--- src/rtl/fetch_unit.sv ---
// fetch_unit: instruction-fetch stage feeding the multicycle controller.
// It holds the program counter (PC) and the instruction register (INSTR),
// fetches from instruction memory over a req/ack handshake, and computes
// the next PC from the controller's select lines.
//
// Ports:
//   clk        clock, all state updates on the rising edge
//   rst_f      synchronous active-low reset
//   pc_write   PC update request; acts only on its rising edge
//   pc_sel     0 = PC+1, 1 = branch target
//   br_sel     0 = absolute branch, 1 = PC-relative branch
//   pc_rst     force the next PC to 0; overrides pc_sel
//   im_ack     instruction memory data valid
//   im_data    instruction word, sampled while im_ack = 1
//   im_req     fetch request
//   im_addr    fetch address; always equal to pc
//   pc         current program counter
//   instr      instruction register
//   opcode     instr[31:28]
//   mm         instr[27:24]
//   ir_valid   instr holds the word fetched from pc
//   fetch_busy same as im_req
//   halted     a HLT (opcode 4'hF) was fetched; fetch is frozen
//
// state | meaning
// IDLE  | one cycle after reset release, no fetch yet
// REQ   | request outstanding at im_addr = pc, waiting for im_ack
// HOLD  | instr valid, waiting for a pc_write rise or applying a pending one
// HALT  | HLT fetched, everything frozen until reset

module fetch_unit #(
  parameter int PC_W = 16
) (
  input  logic            clk,
  input  logic            rst_f,
  input  logic            pc_write,
  input  logic            pc_sel,
  input  logic            br_sel,
  input  logic            pc_rst,
  input  logic            im_ack,
  input  logic [31:0]     im_data,
  output logic            im_req,
  output logic [PC_W-1:0] im_addr,
  output logic [PC_W-1:0] pc,
  output logic [31:0]     instr,
  output logic [3:0]      opcode,
  output logic [3:0]      mm,
  output logic            ir_valid,
  output logic            fetch_busy,
  output logic            halted
);

  typedef enum logic [1:0] {IDLE, REQ, HOLD, HALT} state_t;

  state_t          state;
  state_t          state_nx;
  logic            pw_q;
  logic            pw_rise;
  logic            pending;
  logic            p_sel;
  logic            p_br;
  logic            p_rst;
  logic            use_sel;
  logic            use_br;
  logic            use_rst;
  logic            ack_hlt;
  logic [PC_W-1:0] rel_off;
  logic [PC_W-1:0] next_pc;

  assign pw_rise = pc_write & ~pw_q;
  assign ack_hlt = (im_data[31:28] == 4'hF);

  // A pending update (captured while a fetch was in flight) takes precedence
  // over the live select lines in the HOLD cycle that follows the ack.
  assign use_sel = pending ? p_sel : pc_sel;
  assign use_br  = pending ? p_br  : br_sel;
  assign use_rst = pending ? p_rst : pc_rst;

  // Sign-extended 16-bit offset, truncated to the PC width; the add then
  // wraps naturally in either direction.
  assign rel_off = PC_W'({{16{instr[15]}}, instr[15:0]});

  always_comb begin
    if (use_rst) begin
      next_pc = '0;
    end else if (!use_sel) begin
      next_pc = pc + {{(PC_W-1){1'b0}}, 1'b1};
    end else if (!use_br) begin
      next_pc = instr[PC_W-1:0];
    end else begin
      next_pc = pc + rel_off;
    end
  end

  // State register
  always_ff @(posedge clk) begin
    if (!rst_f) begin
      state <= IDLE;
    end else begin
      state <= state_nx;
    end
  end

  // Next-state logic
  always_comb begin
    state_nx = state;
    case (state)
      IDLE: state_nx = REQ;
      REQ: begin
        if (im_ack) begin
          state_nx = ack_hlt ? HALT : HOLD;
        end
      end
      HOLD: begin
        if (pending || pw_rise) begin
          state_nx = REQ;
        end
      end
      HALT: state_nx = HALT;
      default: state_nx = IDLE;
    endcase
  end

  // Output logic
  always_comb begin
    im_req = (state == REQ);
    halted = (state == HALT);
  end

  assign fetch_busy = im_req;
  assign im_addr    = pc;
  assign opcode     = instr[31:28];
  assign mm         = instr[27:24];

  // Datapath: PC, instruction register and the pending-update capture
  always_ff @(posedge clk) begin
    if (!rst_f) begin
      pc       <= '0;
      instr    <= '0;
      ir_valid <= 1'b0;
      pending  <= 1'b0;
      pw_q     <= 1'b0;
      p_sel    <= 1'b0;
      p_br     <= 1'b0;
      p_rst    <= 1'b0;
    end else begin
      pw_q <= pc_write;
      case (state)
        REQ: begin
          // A later rise in the same fetch simply overwrites the capture.
          if (pw_rise) begin
            pending <= 1'b1;
            p_sel   <= pc_sel;
            p_br    <= br_sel;
            p_rst   <= pc_rst;
          end
          if (im_ack) begin
            instr    <= im_data;
            ir_valid <= 1'b1;
            // A HLT word discards any update queued during its own fetch.
            if (ack_hlt) begin
              pending <= 1'b0;
            end
          end
        end
        HOLD: begin
          if (pending || pw_rise) begin
            pc       <= next_pc;
            ir_valid <= 1'b0;
            pending  <= 1'b0;
          end
        end
        default: begin
        end
      endcase
    end
  end

endmodule

--- config.mk ---
export PLATFORM = sky130hd
export DESIGN_NAME = fetch_unit
export DESIGN_NICKNAME = d
export VERILOG_FILES = /design/src/rtl/fetch_unit.sv
export SDC_FILE = /design/constraint.sdc
export NUM_CORES = 1
export LEC_CHECK = 0
export ABC_AREA = 1
export CAP_MARGIN = 20
export CORE_MARGIN = 10
export CORE_UTILIZATION = 43
export CTS_CLUSTER_DIAMETER = 100
export DETAILED_ROUTE_END_ITERATION = 16
export PLACE_DENSITY_LB_ADDON = 0.12
export REMOVE_ABC_BUFFERS = 1
export SKIP_CTS_REPAIR_TIMING = 1
export SYNTH_ARGS = -nofsm -noshare
export SYNTH_HDL_FRONTEND = slang
export SYNTH_SLANG_ARGS = --single-unit
export TNS_END_PERCENT = 1
--- constraint.sdc ---
create_clock -name clk -period 1.77 [get_ports clk]
set_input_delay 0.531 -clock clk [delete_from_list [all_inputs] [get_ports clk]]
set_output_delay 0.531 -clock clk [all_outputs]
set_load 0.02 [all_outputs]
==> results of run 1 <==
## kinds of logic (layout without fill, tap and decap cells)
logic type                 Yosys count  in the layout  synth area share, %
and+or+nand+nor                    272            272                 31.7
DFF                                 56             56                 30.1
adders and majority gates           17             17                 5.91
buffers and inverters              113            258                 14.5
AOI/OAI and AO/OA                  115            115                 16.1
xor gates and xnor gates             7              7                 1.65
## layer usage
| layer | vias up | track usage [%] | part of all wire, % |
|---|---|---|---|
| met5 | - | 0 | 0 |
| met3 | 7 | 6.60 | 9.5 |
| met2 | 143 | 31.0 | 48 |
| met4 | 0 | 2.96 | 0.31 |
| li1 | 2160 | - | - |
| met1 | 2032 | 22.7 | 42 |
## cells in the mapped netlist (all sizes together)
| library cell | n |
|---|---|
| clkbuf | 12 |
| or2 | 5 |
| and2 | 1 |
| a21oi | 75 |
| buf | 32 |
| nand3 | 66 |
| dlygate4sd1 | 1 |
| fa | 1 |
| nor3 | 5 |
| nor2 | 30 |
| nand2 | 153 |
| o211ai | 3 |
| nor3b | 1 |
| o21ai | 32 |
| dfxtp | 56 |
| xor2 | 6 |
| o22ai | 1 |
| o21bai | 3 |
| nand4 | 7 |
| inv | 66 |
| o221ai | 1 |
| nand3b | 4 |
| clkinv | 2 |
| xnor2 | 1 |
| ha | 16 |
## state kept, by name (all words and copies together), names as in the netlist
name,count
im_addr,16
instr,32
ir_valid,1
p_br,1
p_rst,1
p_sel,1
pending,1
pw_q,1
state,2
## layout make-up
class / instances / area (um^2)
Tap cell: 105 / 131
Clock buffer: 6 / 72.6
Multi-Input combinational cell: 411 / 2180
Sequential cell: 56 / 1120
Fill cell: 757 / 2680
Inverter: 68 / 255
Timing Repair Buffer: 182 / 1880
Clock inverter: 2 / 17.5
## metrics by stage
stage          power, mW  cell area, um^2
6_report            3.00             5660
5_1_grt             3.15             5660
4_1_cts             3.01             5360
3_5_place_dp        2.27             5270
3_3_place_gp        2.26             5270
2_1_floorplan       1.79             3440
## worst max-delay path: stages, from the launching register on
cell     delay, ns
dfxtp_2       0.37
buf_4         0.13
ha_1          0.16
nand2_1       0.07
inv_2         0.06
nand2_2       0.06
buf_4         0.14
nor2_1        0.11
nand2_1       0.07
nor2_1        0.11
a21oi_1       0.07
o21ai_0       0.18
nand3_1       0.11
a21oi_1       0.14
## worst max-delay path by stage
stage,start,end,slack [ns],depth (start not counted)
after CTS,state[0],im_req,-0.31,3
after global routing,im_addr[1],im_addr[8],-0.23,13
after floorplan,state[0],instr[12],-0.82,5
after detailed placement,br_sel,im_addr[2],-0.21,7
final,im_addr[1],im_addr[8],-0.09,13
after global placement,br_sel,im_addr[2],-0.17,7
## power by group
part	switching, mW	internal [mW]	total (mW)
Clock	0.462	0.292	0.754
Combinational	0.465	0.405	0.870
Sequential	0.0492	1.32	1.37
Total	0.976	2.02	3.00
==> flow_metrics.py, run 1 <==
metrics = {
    "final_layout": {
        "antenna_cells": 0,
        "nets": 780,
        "area_delta_synth_final_pct": 51.9,
        "layout_common_cells": "151 x nand2_1, 74 x dlymetal6s2s_1, 70 x a21oi_1, 64 x buf_4, 61 x inv_1",
        "drive_above_1_share_pct": 15.7,
        "fin_cells": 830,
        "mostFrequentLayoutCell": "nand2_1",
        "final_core_util_pct": 67.9,
    },
    "placed_design": {
        "port_buffers": 114,
        "place_inst": 822,
        "post-place-ws_ns": -0.213,
        "place.gp.congestion": 0.923,
        "dpl.hpwl_mm": 9.61,
    },
    "worst_hold_path": {
        "hp-class": "reg -> reg",
        "min_path_cells": 2,
        "min_to": "ir_valid",
        "hold_start": "ir_valid",
    },
    "logic_synthesis": {
        "yosysSeqAreaShare_pct": 30.1,
        "synth_top_area_cell": "dfxtp_1",
        "yosys_warnings": 0,
        "synthesis.area_mm2": 0.00373,
        "synth_cells": 580,
        "syn_area_per_cell_um2": 6.42,
        "ys_ff_latch": 56,
        "synth_top_area_share_pct": 30.1,
        "synthTopCellsByArea": "dfxtp_1 30%, nand2_1 15%, a21oi_1 9.9%",
        "synth.distinct_cells": 37,
    },
    "critical_path": {
        "path_max_fanout": 5,
        "worstReg2RegStart": "im_addr[1]",
        "path_class": "reg -> reg",
        "worstPathRequired_ns": 2.01,
        "crit_path_start_kind": "flop",
        "end_kind": "flop",
        "cp.arrival_ns": 2.10,
        "ff2ff_setup_slack_ns": -0.09,
        "r2r_end": "im_addr[8]",
        "reg2reg_depth": 13,
    },
    "global_routing": {
        "grt-ovfl-total": 0,
        "track_usage_pct": 18.6,
        "antenna_found_initial": 0,
        "grt_start_max_net_pins": 44,
        "grt_pass1_wl_mm": 20.2,
        "grt_pass1_vias": 4109,
    },
    "timing": {
        "rsz0062_at_grt": "true",
        "worst_slew_pin_slew_ns": 0.307,
        "whs_ns": 0.465,
        "relSlewSlack_pct": 79.4,
        "hold_violations": 0,
        "fin_ws_ns": -0.0875,
        "max_freq_ghz": 0.538,
        "fin_crit_ns": 1.86,
        "period_share_pct": 105,
        "finalSetupViolCount": 5,
        "clock_skew_ns": 0.0105,
        "setup_tns_ns": -0.181,
        "slew_viol_final": 0,
    },
    "cts": {
        "cts_buffer_depth": 2,
        "cts_made_buffers": 5,
        "clockRootBuffer": "clkbuf_8",
        "cts_max_level": 2,
        "cts_tree": "done",
        "clock-sinks": 56,
        "clk_latency_ns": 0.32,
        "clk_pin_slew_ns": 0.11,
    },
    "pwr": {
        "ir_drop_mv": 0.381,
        "p_leak_nw": 3.68,
        "power_density_mw_per_mm2": 529,
    },
    "die": {
        "die_w_um": 113,
        "die_area_mm2": 0.0128,
        "io_pins": 115,
        "die_y_um": 113,
        "core_area_mm2": 0.00834,
        "initial_core_util_pct": 44.7,
        "rows": 33,
    },
    "drt": {
        "drc": 0,
        "routedWlPerCell_um": 15.4,
        "finalWirelength_mm": 12.7,
        "routed_via_density": 5.23,
        "vias": 4342,
        "dr.pass1.iters": 5,
        "final_antenna_net_count": 0,
        "drtIter0Drc": 304,
    },
    "run_status": {
        "violations": "setup timing",
        "run_status": "finished, violations left",
    },
    "job": {
        "drv_cap": 0,
    },
}
Note: power is estimated with default switching activity, not from simulation.
==> run 2, diff against run 1 <==
Settings changed: CORE_UTILIZATION 43 to 44, CTS_BUF_LIST from default to sky130_fd_sc_hd__clkbuf_4 sky130_fd_sc_hd__clkbuf_8, CTS_CLUSTER_DIAMETER 100 to 50, GPL_TIMING_DRIVEN from default to 1.
==> flow_metrics.py, run 2 (synthesis results as in run 1) <==
metrics = {
    "timing": {
        "whs_ns": 0.466,
        "finalSetupViolCount": 10,
        "slew_viol_final": 0,
        "hold_violations": 0,
        "fin_ws_ns": -0.161,
        "max_freq_ghz": 0.518,
        "relSlewSlack_pct": 74.0,
        "worst_slew_pin_slew_ns": 0.387,
        "clock_skew_ns": 0.00907,
        "fin_crit_ns": 1.93,
        "rsz0062_at_grt": "true",
        "period_share_pct": 109,
    },
    "pwr": {
        "ir_drop_mv": 0.382,
        "p_switching_uw": 966,
        "power_density_mw_per_mm2": 530,
        "p_int_mw": 2.00,
        "comb_power_share_pct": 29.1,
        "power_frac_seq_pct": 46.2,
        "power_frac_clock_pct": 24.7,
        "total_power_mw": 2.97,
        "p_sw_share_pct": 32.5,
        "p_leak_nw": 3.71,
    },
    "drt": {
        "finalWirelength_mm": 12.7,
        "vias": 4328,
        "drc": 0,
        "dr.pass1.iters": 5,
        "routedWlPerCell_um": 15.3,
        "routed_via_density": 5.22,
        "final_antenna_net_count": 0,
        "drtIter0Drc": 246,
    },
    "die": {
        "die_area_mm2": 0.0125,
        "die_w_um": 112,
        "initial_core_util_pct": 45.3,
        "core_area_mm2": 0.00822,
        "io_pins": 115,
        "die_y_um": 112,
        "rows": 33,
    },
    "critical_path": {
        "reg2reg_depth": 9,
        "crit_path_start_kind": "flop",
        "path_max_fanout": 5,
        "worstPathRequired_ns": 1.98,
        "r2r_end": "im_addr[6]",
        "worst_path_largest_cell_delay_ns": 0.36,
        "worstReg2RegStart": "im_addr[5]",
        "cp.arrival_ns": 2.14,
        "path_class": "reg -> reg",
        "ff2ff_setup_slack_ns": -0.16,
        "path_cells": "ha_1 -> a21oi_1 -> nand3_2 -> buf_4 -> or2_2 -> nand3_1 -> nand3_1 -> nand3_1 -> a21oi_1",
        "cp_slowest_cell": "ha_1",
        "path_common_cell": "nand3_1",
        "end_kind": "flop",
    },
    "cts": {
        "clock-sinks": 56,
        "cts_max_level": 2,
        "clk_latency_ns": 0.32,
        "clk_pin_slew_ns": 0.11,
        "cts_buffer_depth": 2,
        "cts_made_buffers": 5,
        "clockRootBuffer": "clkbuf_8",
        "cts_tree": "done",
    },
    "final_layout": {
        "regMostFlops": "instr",
        "final_area_mm2": 0.00561,
        "nets": 780,
        "drive_above_1_share_pct": 14.4,
        "layout_common_cells": "151 x nand2_1, 76 x dlymetal6s2s_1, 72 x a21oi_1, 64 x buf_4, 61 x inv_1",
        "fin_cells": 829,
        "area_delta_synth_final_pct": 50.4,
        "mostFrequentLayoutCell": "nand2_1",
        "largest_reg_flops": 32,
        "antenna_cells": 0,
    },
    "placed_design": {
        "place_inst": 822,
        "dpl.hpwl_mm": 9.84,
        "placed_area_mm2": 0.00527,
        "post-place-ws_ns": -0.220,
        "place.gp.congestion": 0.954,
        "port_buffers": 114,
    },
    "global_routing": {
        "antenna_found_initial": 0,
        "track_usage_pct": 19.0,
        "grt_pass1_vias": 4429,
        "grt_start_max_net_pins": 44,
        "grt_pass1_wl_mm": 20.7,
        "grt-ovfl-total": 0,
    },
    "worst_hold_path": {
        "hp-class": "reg -> reg",
        "min_path_cells": 2,
        "min_to": "instr[19]",
        "hold_start": "instr[19]",
    },
    "run_status": {
        "run_status": "finished, violations left",
        "violations": "setup timing",
    },
    "job": {
        "drv_cap": 0,
    },
}
[run 2: cell count changes in the layout (fill, tap and decap cells not counted), moves of 2 or more]
cell and delta:
dlymetal6s2s_1 +2, ha_1 +6, a21oi_2 -2, a21oi_1 +2, ha_4 -3, ha_2 -3
[run 2: critical path: cells and delay by family (launching register included)]
family,cells,cell delay [ns]
flops,1,0.34
buf+inv,1,0.15
simple gates,5,0.67
fa+ha+maj,1,0.36
compound gates,2,0.31
[run 2: metrics by stage]
stage,setup TNS (ns),util (%)
detailed placement,-2.77,64.2
CTS,-12.90,65.2
global route,-2.49,68.2
finish,-0.565,68.2
global placement,-2.16,64.2
floorplan,-27.41,-
[run 2: cell type report]
class / instances / area [um^2]
Sequential cell: 56 / 1120
Clock buffer: 5 / 68.8
Multi-Input combinational cell: 411 / 2120
Tap cell: 105 / 131
Timing Repair Buffer: 182 / 1890
Inverter: 68 / 255
Fill cell: 748 / 2610
Clock inverter: 2 / 16.3
[run 2: worst max path at each step]
stage	from	endpoint	slack, ns	cells past startpoint
final	im_addr[5]	im_addr[6]	-0.16	9
after global routing	im_addr[5]	im_addr[6]	-0.29	9
after CTS	state[0]	fetch_busy	-0.27	3
after detailed placement	pc_sel	im_addr[0]	-0.22	9
after global placement	br_sel	im_addr[14]	-0.19	9
after floorplan	state[0]	instr[12]	-0.82	5
[run 2: routing by layer]
metal,part of all wire [%],vias up,global-route usage (%),wire length [um]
li1,-,2156,-,-
met1,40,1995,21.0,5070
met2,48,165,33.3,6050
met3,11,12,7.83,1420
met4,1.3,0,4.48,167
met5,0,-,0,0
[run 2: power groups by stage]
stage / registers (mW) / clock network, mW / logic [mW]
after floorplan: 1.48 / 0 / 0.311
after global placement: 1.40 / 0 / 0.860
after detailed placement: 1.40 / 0 / 0.871
after CTS: 1.37 / 0.744 / 0.876
after global routing: 1.38 / 0.782 / 0.942
final: 1.37 / 0.732 / 0.864
==> run 3, diff against run 2 <==
Settings changed: CORE_MARGIN 10 to 1.5.
==> flow_metrics.py, run 3 (synthesis results as in run 1) <==
metrics = {
    "run_status": {
        "run_status": "finished, violations left",
        "violations": "setup timing",
    },
    "die": {
        "die_area_mm2": 0.00903,
        "die_y_um": 95.0,
        "initial_core_util_pct": 45.3,
        "die_w_um": 95.0,
        "io_pins": 115,
        "core_area_mm2": 0.00822,
        "rows": 33,
    },
    "global_routing": {
        "grt_pass1_vias": 4003,
        "grt-ovfl-total": 0,
        "grt_start_max_net_pins": 44,
        "track_usage_pct": 26.0,
        "grt_pass1_wl_mm": 18.6,
        "antenna_found_initial": 0,
    },
    "placed_design": {
        "placed_area_mm2": 0.00521,
        "port_buffers": 114,
        "place.gp.congestion": 0.909,
        "dpl.hpwl_mm": 8.66,
    },
    "final_layout": {
        "regMostFlops": "instr",
        "antenna_cells": 0,
        "multiInputGateArea_mm2": 0.00217,
        "largest_reg_flops": 32,
        "regArea_mm2": 0.00113,
        "final_core_util_pct": 68.4,
        "drive_above_1_share_pct": 14.4,
        "layout_common_cells": "151 x nand2_1, 74 x dlymetal6s2s_1, 73 x a21oi_1, 62 x nand3_1, 61 x inv_1",
        "area_delta_synth_final_pct": 50.9,
        "nets": 772,
        "final_area_mm2": 0.00562,
        "mostFrequentLayoutCell": "nand2_1",
        "fillerInstances": 697,
    },
    "cts": {
        "cts_tree": "done",
        "clock-sinks": 56,
        "cts_max_level": 2,
        "cts_made_buffers": 5,
        "clk_pin_slew_ns": 0.11,
        "clockRootBuffer": "clkbuf_8",
        "clk_latency_ns": 0.32,
        "cts_buffer_depth": 2,
    },
    "timing": {
        "rsz0062_at_grt": "true",
        "clock_skew_ns": 0.00780,
        "worst_slew_pin_slew_ns": 0.346,
        "finalSetupViolCount": 7,
        "slew_viol_final": 0,
        "hold_violations": 0,
        "fin_crit_ns": 1.99,
        "relSlewSlack_pct": 76.8,
        "max_freq_ghz": 0.502,
        "setup_tns_ns": -0.447,
        "whs_ns": 0.466,
        "fin_ws_ns": -0.221,
        "period_share_pct": 113,
    },
    "pwr": {
        "ir_drop_mv": 0.386,
        "total_power_mw": 3.09,
        "p_leak_nw": 3.64,
        "power_density_mw_per_mm2": 550,
    },
    "drt": {
        "routed_via_density": 5.22,
        "finalWirelength_mm": 11.5,
        "drtIter0Drc": 260,
        "dr.pass1.iters": 5,
        "final_antenna_net_count": 0,
        "vias": 4289,
        "routedWlPerCell_um": 14.0,
        "drc": 0,
    },
    "critical_path": {
        "crit_path_start_kind": "flop",
        "cp.arrival_ns": 1.46,
        "path_max_fanout": 6,
        "reg2reg_depth": 12,
        "path_class": "reg -> out",
        "worstPathRequired_ns": 1.24,
        "end_kind": "output port",
    },
    "job": {
        "drv_cap": 0,
    },
    "worst_hold_path": {
        "hp-class": "reg -> reg",
        "min_path_cells": 2,
    },
}
## run 3: cell count changes in the layout (fill, tap and decap cells not counted), sizes merged
cell / previous run / this run
buf: 68 / 61
clkinv: 2 / 4
dlymetal6s2s: 76 / 74
bufinv: 0 / 1
clkdlybuf4s50: 38 / 39
clkinvlp: 1 / 0
inv: 67 / 66
## run 3: metal layers
metal	track usage, %	up-vias	wire [um]
met5	0	-	0
met4	9.83	0	242
met3	5.58	23	807
met2	41.8	158	5360
met1	33.9	1956	5130
li1	-	2152	-
## run 3: final cells by class
| cell class | count | share of cell area [%] |
|---|---|---|
| clock buffers | 5 | 1.22 |
| clock inverters | 3 | 0.846 |
| inverters | 68 | 4.54 |
| multi-input cells | 411 | 38.5 |
| flip-flops and latches | 56 | 20.1 |
| well taps | 105 | 2.34 |
| repair buffers | 174 | 32.5 |
## run 3: final timing paths
kind                from     endpoint  slack, ns
min reg2reg    instr[22]    instr[22]       0.47
max           im_addr[3]   im_addr[3]      -0.22
max reg2reg  im_addr[10]  im_addr[13]      -0.11
min            instr[22]    instr[22]       0.47
## run 3: metrics by stage
stage,worst slack [ns],std cells
5_1_grt,-0.267,822
4_1_cts,-0.300,822
3_5_place_dp,-0.220,814
6_report,-0.221,822
2_1_floorplan,-0.823,535
3_3_place_gp,-0.174,814
## run 3: report_power, final
part           switching [mW]  internal [mW]
combinational           0.446          0.392
sequential             0.0535           1.32
clock                   0.446          0.427
## run 3: worst max-delay path: stages, from the launching register on
cell and delay [ns]:
dfxtp_1 0.37, buf_4 0.17, clkdlybuf4s50_1 0.61
